===== config.mk =====
export PLATFORM = sky130hd
export DESIGN_NAME = add_seq
export DESIGN_NICKNAME = d
export VERILOG_FILES = /design/src/rtl/add_seq_pkg.sv /design/src/rtl/add_seq_slice.sv /design/src/rtl/add_seq.sv
export SDC_FILE = /design/constraint.sdc
export NUM_CORES = 1
export LEC_CHECK = 0
export ABC_AREA = 1
export CAP_MARGIN = 15
export CORE_ASPECT_RATIO = 1.25
export CORE_MARGIN = 4
export CORE_UTILIZATION = 56
export CTS_CLUSTER_SIZE = 28
export DETAILED_ROUTE_END_ITERATION = 16
export PLACE_DENSITY = 0.92
export SYNTH_ARGS = -nofsm -noshare
export SYNTH_HDL_FRONTEND = slang
export SYNTH_SLANG_ARGS = --single-unit

===== constraint.sdc =====
create_clock -name clk -period 14.3 [get_ports clk]
set_clock_uncertainty 0.15 [all_clocks]
set_input_delay 2.86 -clock clk [delete_from_list [all_inputs] [get_ports clk]]
set_output_delay 2.86 -clock clk [all_outputs]
set_load 0.05 [all_outputs]

===== src/rtl/add_seq_pkg.sv =====
// Shared types and constants for the multi-cycle byte-serial adder.
package add_seq_pkg;

    // Controller phases: waiting for operands, stepping slices, presenting result.
    typedef enum logic [1:0] {
        IDLE = 2'd0,
        RUN  = 2'd1,
        HOLD = 2'd2
    } state_t;

    localparam int SLICE_W = 8;

    // Bits needed to index WORDS slices; never narrower than one bit.
    function automatic int idx_w(input int words);
        int r;
        r = 0;
        for (int i = 0; i < 16; i++)
            if ((1 << r) < words) r = r + 1;
        return (r < 1) ? 1 : r;
    endfunction

endpackage


===== src/rtl/add_seq_slice.sv =====
// add_slice8: combinational 8-bit ripple-carry adder built from full-adder cells.
// Also exposes the carry into the MSB so the caller can derive signed overflow.
module add_slice8
    import add_seq_pkg::*;
(
    input  logic [SLICE_W-1:0] a,
    input  logic [SLICE_W-1:0] b,
    input  logic               cin,
    output logic [SLICE_W-1:0] sum,
    output logic               cout,
    output logic               c7
);

    logic [SLICE_W:0] c;

    assign c[0] = cin;

    // One full-adder cell per bit, carries chained LSB to MSB.
    for (genvar i = 0; i < SLICE_W; i++) begin : g_fa
        assign sum[i]  = a[i] ^ b[i] ^ c[i];
        assign c[i+1]  = (a[i] & b[i]) | (c[i] & (a[i] ^ b[i]));
    end

    assign cout = c[SLICE_W];
    assign c7   = c[SLICE_W-1];

endmodule


===== src/rtl/add_seq.sv =====
// add_seq: sequences one shared 8-bit adder slice over a WORDS*8-bit operand,
// one byte per cycle, with a registered carry between slices.
// Optional subtraction (sub port, B inverted, carry-in 1) under ADD_SEQ_SUB_EN.
module add_seq
    import add_seq_pkg::*;
#(
    parameter int WORDS = 4
) (
    input  logic                     clk,
    input  logic                     rst_n,
    input  logic                     in_valid,
    output logic                     in_ready,
    input  logic [SLICE_W*WORDS-1:0] a,
    input  logic [SLICE_W*WORDS-1:0] b,
`ifdef ADD_SEQ_SUB_EN
    input  logic                     sub,
`endif
    output logic                     out_valid,
    input  logic                     out_ready,
    output logic [SLICE_W*WORDS-1:0] result,
    output logic                     cout,
    output logic                     ovf
);

    localparam int W  = SLICE_W * WORDS;
    localparam int IW = idx_w(WORDS);
    localparam logic [IW-1:0] LAST = IW'(WORDS - 1);

    state_t              state, state_nx;
    logic [W-1:0]        a_q, b_q;
    logic                carry_q;
    logic [IW-1:0]       idx;

    logic [SLICE_W-1:0]  sl_a, sl_b, sl_sum;
    logic                sl_cout, sl_c7;

    // Handshake flags come straight from the state so they can never overlap.
    assign in_ready  = (state == IDLE);
    assign out_valid = (state == HOLD);

    // Present the current byte of the captured operands to the shared slice.
    assign sl_a = a_q[int'(idx)*SLICE_W +: SLICE_W];
    assign sl_b = b_q[int'(idx)*SLICE_W +: SLICE_W];

    add_slice8 u_slice (
        .a    (sl_a),
        .b    (sl_b),
        .cin  (carry_q),
        .sum  (sl_sum),
        .cout (sl_cout),
        .c7   (sl_c7)
    );

    // State register.
    always_ff @(posedge clk or negedge rst_n) begin
        if (!rst_n) state <= IDLE;
        else        state <= state_nx;
    end

    // Next-state: accept in IDLE, step until the last slice, hold until consumed.
    always_comb begin
        state_nx = state;
        case (state)
            IDLE:    if (in_valid)     state_nx = RUN;
            RUN:     if (idx == LAST)  state_nx = HOLD;
            HOLD:    if (out_ready)    state_nx = IDLE;
            default:                   state_nx = IDLE;
        endcase
    end

    // Datapath: capture operands on accept, then write one result byte per RUN cycle.
    always_ff @(posedge clk or negedge rst_n) begin
        if (!rst_n) begin
            a_q     <= '0;
            b_q     <= '0;
            carry_q <= 1'b0;
            idx     <= '0;
            result  <= '0;
            cout    <= 1'b0;
            ovf     <= 1'b0;
        end else begin
            case (state)
                IDLE: begin
                    if (in_valid) begin
                        a_q <= a;
`ifdef ADD_SEQ_SUB_EN
                        // A - B computed as A + ~B + 1.
                        b_q     <= sub ? ~b : b;
                        carry_q <= sub;
`else
                        b_q     <= b;
                        carry_q <= 1'b0;
`endif
                        idx <= '0;
                    end
                end
                RUN: begin
                    result[int'(idx)*SLICE_W +: SLICE_W] <= sl_sum;
                    carry_q <= sl_cout;
                    idx     <= idx + 1'b1;
                    if (idx == LAST) begin
                        cout <= sl_cout;
                        ovf  <= sl_c7 ^ sl_cout;
                    end
                end
                default: ;
            endcase
        end
    end

endmodule


==> impl_results.md <==
* Gpl congestion at 0.919
* Detail Placement HPWL at 9060 um
* Worst vdd ir at 0.112 mV
* Total I/O pin count at 104
* Drt pass-1 iters at 5
* Initial antenna violation count at 0
* Hold buffer count at cts at 0
* Crit path launch type: flop
* Starting Density at 0.578
* Worst skew pair latency at 370 ps
* Final instance area at between 0.006 and 0.007 mm^2
* RSZ-0062 raised after global routing: false
* DR top layer: met4
* Final core utilization at 0.713
* Warnings from Yosys at 0
* Synth-to-layout area growth at 23.5%
* Largest net degree at the start of global routing at 67
* Rel. slew slack at 0.526
* DRC viols at 0
* Critical setup path kind: reg -> reg
* Via density at 5.30
* Max Slew Vio Count at 0
* Die X at 93.0 um
* Tmin final at 5650 ps
* Outcome: completed
* Dpl cell area at 0.00601 mm^2
* First-pass GRT wire length at approximately 20000 um
* Max_cap viols at 0
* Crit path top cell by count: fa_1
* WP data required at ~14000 ps
* Clk buf depth at 2
* Syn avg cell area at 8.10 um^2
* Wire per inst at around 15 um
* Part of the Yosys area used for sequential elements at 0.510
* Core Region at a little under 0.009 mm^2
* Worst-path cell with the longest stage delay: dfrtp_1
* Non-filler cells, final at 830
* Worst slack at placement at just under 9000 ps
* Final Hold Viols at 0
* NetSw at 0.762 mW
* Setup slack after layout at 8650 ps
* Grt total ovfl at 0
* Setup_tns at 0 ps
* Die height at 114 um
* Post-CTS setup buffers at 0
* Synthesized area at 0.00505 mm^2
* Iter 0 DRT Violations at 274
* Vias at 4403
* Num Clock Sinks at 103
* Register Area at 0.00258 mm^2
* # setup viols final at 0
* Syn Inst Count at 624
* Leakage power at 3.10 nW
* Seq pwr share at 0.315
* Clk root buf: clkbuf_8
* FP Rows at 38
* #FFs+latches synth at 103
* Port buffer count at 103
* Hold slack at 329 ps
* Fin crit share at 0.395
* Total wire length at between 10000 and 15000 um
* Met2 Wirelength at 6470 um
* Worst Hold Class: reg -> reg
* Clock buffer count from CTS at 9
* Placed Instances at 813
* Worst Setup End Kind: flop
* Power, Total at 1.56 mW
* Fill cell count at between 600 and 700
* Ant. Diodes at 0
* Syn_nets at 706
* H-tree depth at 3
* Slowest cell delay on critical path at 750 ps
* WP data arrival at approximately 5800 ps
* Post-CTS sizing at 0
* Die Area at 0.0106 mm^2
* Power Dens Cells at 250 mW/mm^2
* Most frequent cells in the layout: 277 x nand2_1, 115 x nand3_1, 103 x dfrtp_1
* Layout cells sized above 1 at 0.0479
* Multi-input gate area at between 0.002 and 0.0025 mm^2
* Combinational Power Share at 0.561
* Cell Chain, Critical Path: clkinv_1 -> nand3_1 -> nand2_1 -> fa_1 -> fa_1 -> fa_1 -> fa_1 -> fa_1 -> fa_1 -> inv_1 -> fa_1 -> inv_1 -> fa_1 -> nor2_1 -> nand3_1 -> o21ai_1
* CTS tree: done
* Cell variety after synth at 24
* Wire length on met3 at 474 um
* Int Pwr at 0.800 mW
* FMAX at 0.177 GHz
* Switching part of the total power at 0.488
* GR Util All Layers at 0.240
* Nets at 787
* Post-route antenna net violation count at 0
* Worst-path clk slew at 100 ps
* WL met1 at approximately 4900 um
* Vias in the first global route at 4223
* Max FO, Critical Path at 21
* Clock share of power at 0.124
* Worst-margin pin slew at 710 ps
* Commonest non-fill, non-tap cell in the layout: nand2_1
## cell usage after synthesis (all sizes together)
library cell	number	area share
buf	33	0.045
clkbuf	5	0.0037
clkinv	1	0.00074
dfrtp	103	0.51
fa	8	0.032
ha	6	0.015
inv	15	0.011
nand2	279	0.21
nand3	117	0.12
nand4	1	0.0012
nor2	29	0.026
nor3	7	0.0069
o211ai	2	0.0030
o21ai	16	0.016
o31ai	1	0.0015
xnor2	1	0.0017
## per-layer routing
layer | vias to the layer above | global-route usage
li1 | 2149 | -
met4 | 0 | 0.120
met5 | - | 0
met1 | 2093 | 0.299
met2 | 137 | 0.416
met3 | 24 | 0.0230
## area by class of cell
cell class,count,area share
inverters,16,0.00963
flip-flops and latches,103,0.413
well taps,120,0.0241
repair buffers,108,0.172
multi-input cells,467,0.347
clock buffers,9,0.0199
clock inverters,7,0.0140
## flip-flops by register name, summed over array words and instances (netlist names)
register / cells
cout: 1
result: 32
b_q: 32
idx: 2
ovf: 1
a_q: 32
state: 2
carry_q: 1
## worst paths after layout
| path | slack (ps) | from | cells after the start | end |
|---|---|---|---|---|
| worst min-delay path | 330 | a_q[3] | 2 | a_q[3] |
| min in group asynchronous | 2340 | rst_n | 1 | result[13] |
| worst max register to register | 8650 | idx[1] | 16 | result[15] |
| worst max-delay path | 8650 | idx[1] | 16 | result[15] |
| max in group asynchronous | 10550 | rst_n | 2 | a_q[25] |
| worst min register to register | 330 | a_q[3] | 2 | a_q[3] |
## worst max-delay path: cells and delay by family (launching register included)
family / cells / cell delay [ps]
buffers and inverters: 3 / 840
adder cells (fa/ha/maj): 8 / 3050
AO/OA/AOI/OAI: 1 / 140
flip-flops: 1 / 750
AND/OR/NAND/NOR: 4 / 650
## power groups by stage
stage	sequential, mW	clock, mW	combinational (mW)
CTS	0.491	0.197	0.867
finish	0.491	0.194	0.876
global route	0.506	0.207	0.969
detailed placement	0.495	0	0.863
global placement	0.492	0	0.840
floorplan	0.544	0	0.577
## kinds of logic after synthesis
| logic type | count (synthesis) | synth area share |
|---|---|---|
| AOI/OAI and AO/OA | 19 | 0.0203 |
| xor gates and xnor gates | 1 | 0.00173 |
| buffers and inverters | 54 | 0.0609 |
| adders and majority gates | 14 | 0.0466 |
| DFF | 103 | 0.510 |
| and+or+nand+nor | 433 | 0.360 |
Power figures use the tool's default switching activity.
==> RTL edit (same settings) <==
The option `ADD_SEQ_SUB_EN` is turned on by a define.
--- a/src/rtl/add_seq.sv
+++ b/src/rtl/add_seq.sv
@@ -1,6 +1,8 @@
 // add_seq: sequences one shared 8-bit adder slice over a WORDS*8-bit operand,
 // one byte per cycle, with a registered carry between slices.
 // Optional subtraction (sub port, B inverted, carry-in 1) under ADD_SEQ_SUB_EN.
+`define ADD_SEQ_SUB_EN
+
 module add_seq
     import add_seq_pkg::*;
 #(
Interface: changed (added sub); port bits go from 104 to 105. The function was not compared with the original's and may differ.
==> RTL edit against the unedited design <==
Non-clock buffer count down 1. Global-route usage up 2.5 points. Setup slack better by 0.36 ns. Cell count up 4.9%. Area after synthesis up 3.6%. Sequential cell count unchanged. Sequential power up 2%. Synthesized cell count up 4.8%. Worst hold slack better by 0.0041 ns. Total power up 4.8%. Routed wire length up 12%. Final area up 5.0%. Highest routed layer unchanged.
==> RTL edit: results (changes against the unedited design) <==
The worst IR drop on VDD is 0.000127 V (+13%). HPWL after detailed placement: 9.90 mm (+9.3%). Clock tree synthesis selected as its root buffer the cell sky130_fd_sc_hd__clkbuf_16. The critical-path maximum fanout came out at 23 (+9.5%). The startpoint identified for the worst hold timing path is result[17]. The tools report the synthesized netlist net count as 737 (+4.4%).

The run gives 3.38 nW (+8.9%) as the total leakage power. The first-pass GRT wire length is 22.5 mm (+13%). The hold-critical path endpoint was result[17].

The number of nets in the final layout is 826 (+5.0%), and the adder-cell share of the synthesized area is 0.0449 (-0.00164). The commonest cells after synthesis are sky130_fd_sc_hd__nand2_1 (350), sky130_fd_sc_hd__dfrtp_1 (103), sky130_fd_sc_hd__nand3_1 (42). The internal power summed over all cells is 0.860 mW (+7.6%).

The number of global-route vias before repair was 4800 (+14%); the routability congestion estimate was 0.922 (+0.27%). For the setup slack of the worst register-to-register path, the log shows 9.00 ns (+0.36 ns). The number of detailed-route iterations in the first pass is 6 (+1), and the overall routing resource usage is 0.265 (+0.0251).

The endpoint identified for the worst register-to-register timing path is result[31]. The logs give 5.38 ns (-0.43 ns) for the arrival time at the worst endpoint and 13.6 mm (+12%) for the total wire length after detailed routing. The compound-cell area share of the yosys netlist was 0.0225 (+0.00215); the transition time of the tightest slew-check pin was 0.847 ns (+0.137 ns). The run finished with clean final reports. The async set-reset flop share out of synthesis was 1.00 (unchanged); the sequential cell area fraction in the yosys report was 0.492 (-0.0179). The post-synthesis xor/xnor area fraction came out at 0.0552 (+0.0535). The later-pin clock latency in the skew report was 0.34 ns (-0.03 ns). The tools report the worst slack at placement as 9.13 ns (+0.462 ns). Sorting the synthesized cells by area gives the leading types as sky130_fd_sc_hd__dfrtp_1 (49%), sky130_fd_sc_hd__nand2_1 (25%), sky130_fd_sc_hd__xor2_1 (5.5%). For the iteration-0 DRC count of the detailed router, the log shows 412 (+50%).
RTL edit: worst max-delay path, cell delays in order, from the launching register on:
cell and delay [ns]:
sky130_fd_sc_hd__dfrtp_1 0.68, sky130_fd_sc_hd__inv_1 0.49, sky130_fd_sc_hd__nand3_1 0.23, sky130_fd_sc_hd__nand2_1 0.09
sky130_fd_sc_hd__fa_1 0.42, sky130_fd_sc_hd__fa_1 0.40, sky130_fd_sc_hd__fa_1 0.40, sky130_fd_sc_hd__fa_1 0.42
sky130_fd_sc_hd__fa_1 0.40, sky130_fd_sc_hd__fa_1 0.37, sky130_fd_sc_hd__inv_1 0.09, sky130_fd_sc_hd__fa_1 0.26
sky130_fd_sc_hd__fa_1 0.46, sky130_fd_sc_hd__nand3_1 0.14, sky130_fd_sc_hd__inv_1 0.06, sky130_fd_sc_hd__nand2_1 0.07
sky130_fd_sc_hd__nand2_1 0.06
RTL edit: area by class of cell:
cell class	instances	area share
inverters	27	0.0159
clock inverters	5	0.0124
clock buffers	11	0.0371
well taps	123	0.0235
repair buffers	107	0.161
multi-input cells	495	0.356
flip-flops and latches	103	0.394
RTL edit: logic make-up after synthesis:
group                    after synthesis
AND/OR/NAND/NOR                      427
flip-flops                           103
buffers and inverters                 56
XOR/XNOR                              33
AO/OA/AOI/OAI                         21
adder cells (fa/ha/maj)               14
RTL edit: worst max path at each step:
stage | startpoint | end | slack, ns | cells past startpoint
final | idx[1] | result[31] | 9.00 | 16
after detailed placement | idx[1] | result[31] | 9.13 | 16
after global routing | idx[1] | result[31] | 8.76 | 16
after CTS | idx[1] | result[31] | 9.11 | 16
after global placement | idx[1] | result[31] | 9.34 | 16
after floorplan | idx[0] | result[31] | 9.69 | 18
RTL edit: stage by stage:
stage          hold slack [ns]  utilization  area, um2  std cells  power (mW)
2_1_floorplan            0.294            -       5240        654        1.10
3_3_place_gp             0.313        0.682       6220        855        1.30
3_5_place_dp             0.317        0.682       6220        855        1.35
4_1_cts                  0.334        0.718       6550        871        1.63
5_1_grt                  0.361        0.718       6550        871        1.75
6_report                 0.333        0.718       6550        871        1.64
RTL edit: metal layers:
metal / track usage / share of wire / up-vias
met5: 0 / 0 / -
met4: 0.136 / 0.036 / 0
met3: 0.0419 / 0.057 / 49
met2: 0.482 / 0.54 / 204
met1: 0.299 / 0.36 / 2160
li1: - / - / 2182
RTL edit: power groups by stage:
stage	sequential, mW	combinational (mW)	clock, mW
2_1_floorplan	0.564	0.537	0
3_3_place_gp	0.497	0.807	0
3_5_place_dp	0.501	0.850	0
4_1_cts	0.501	0.861	0.266
5_1_grt	0.515	0.956	0.280
6_report	0.503	0.868	0.264
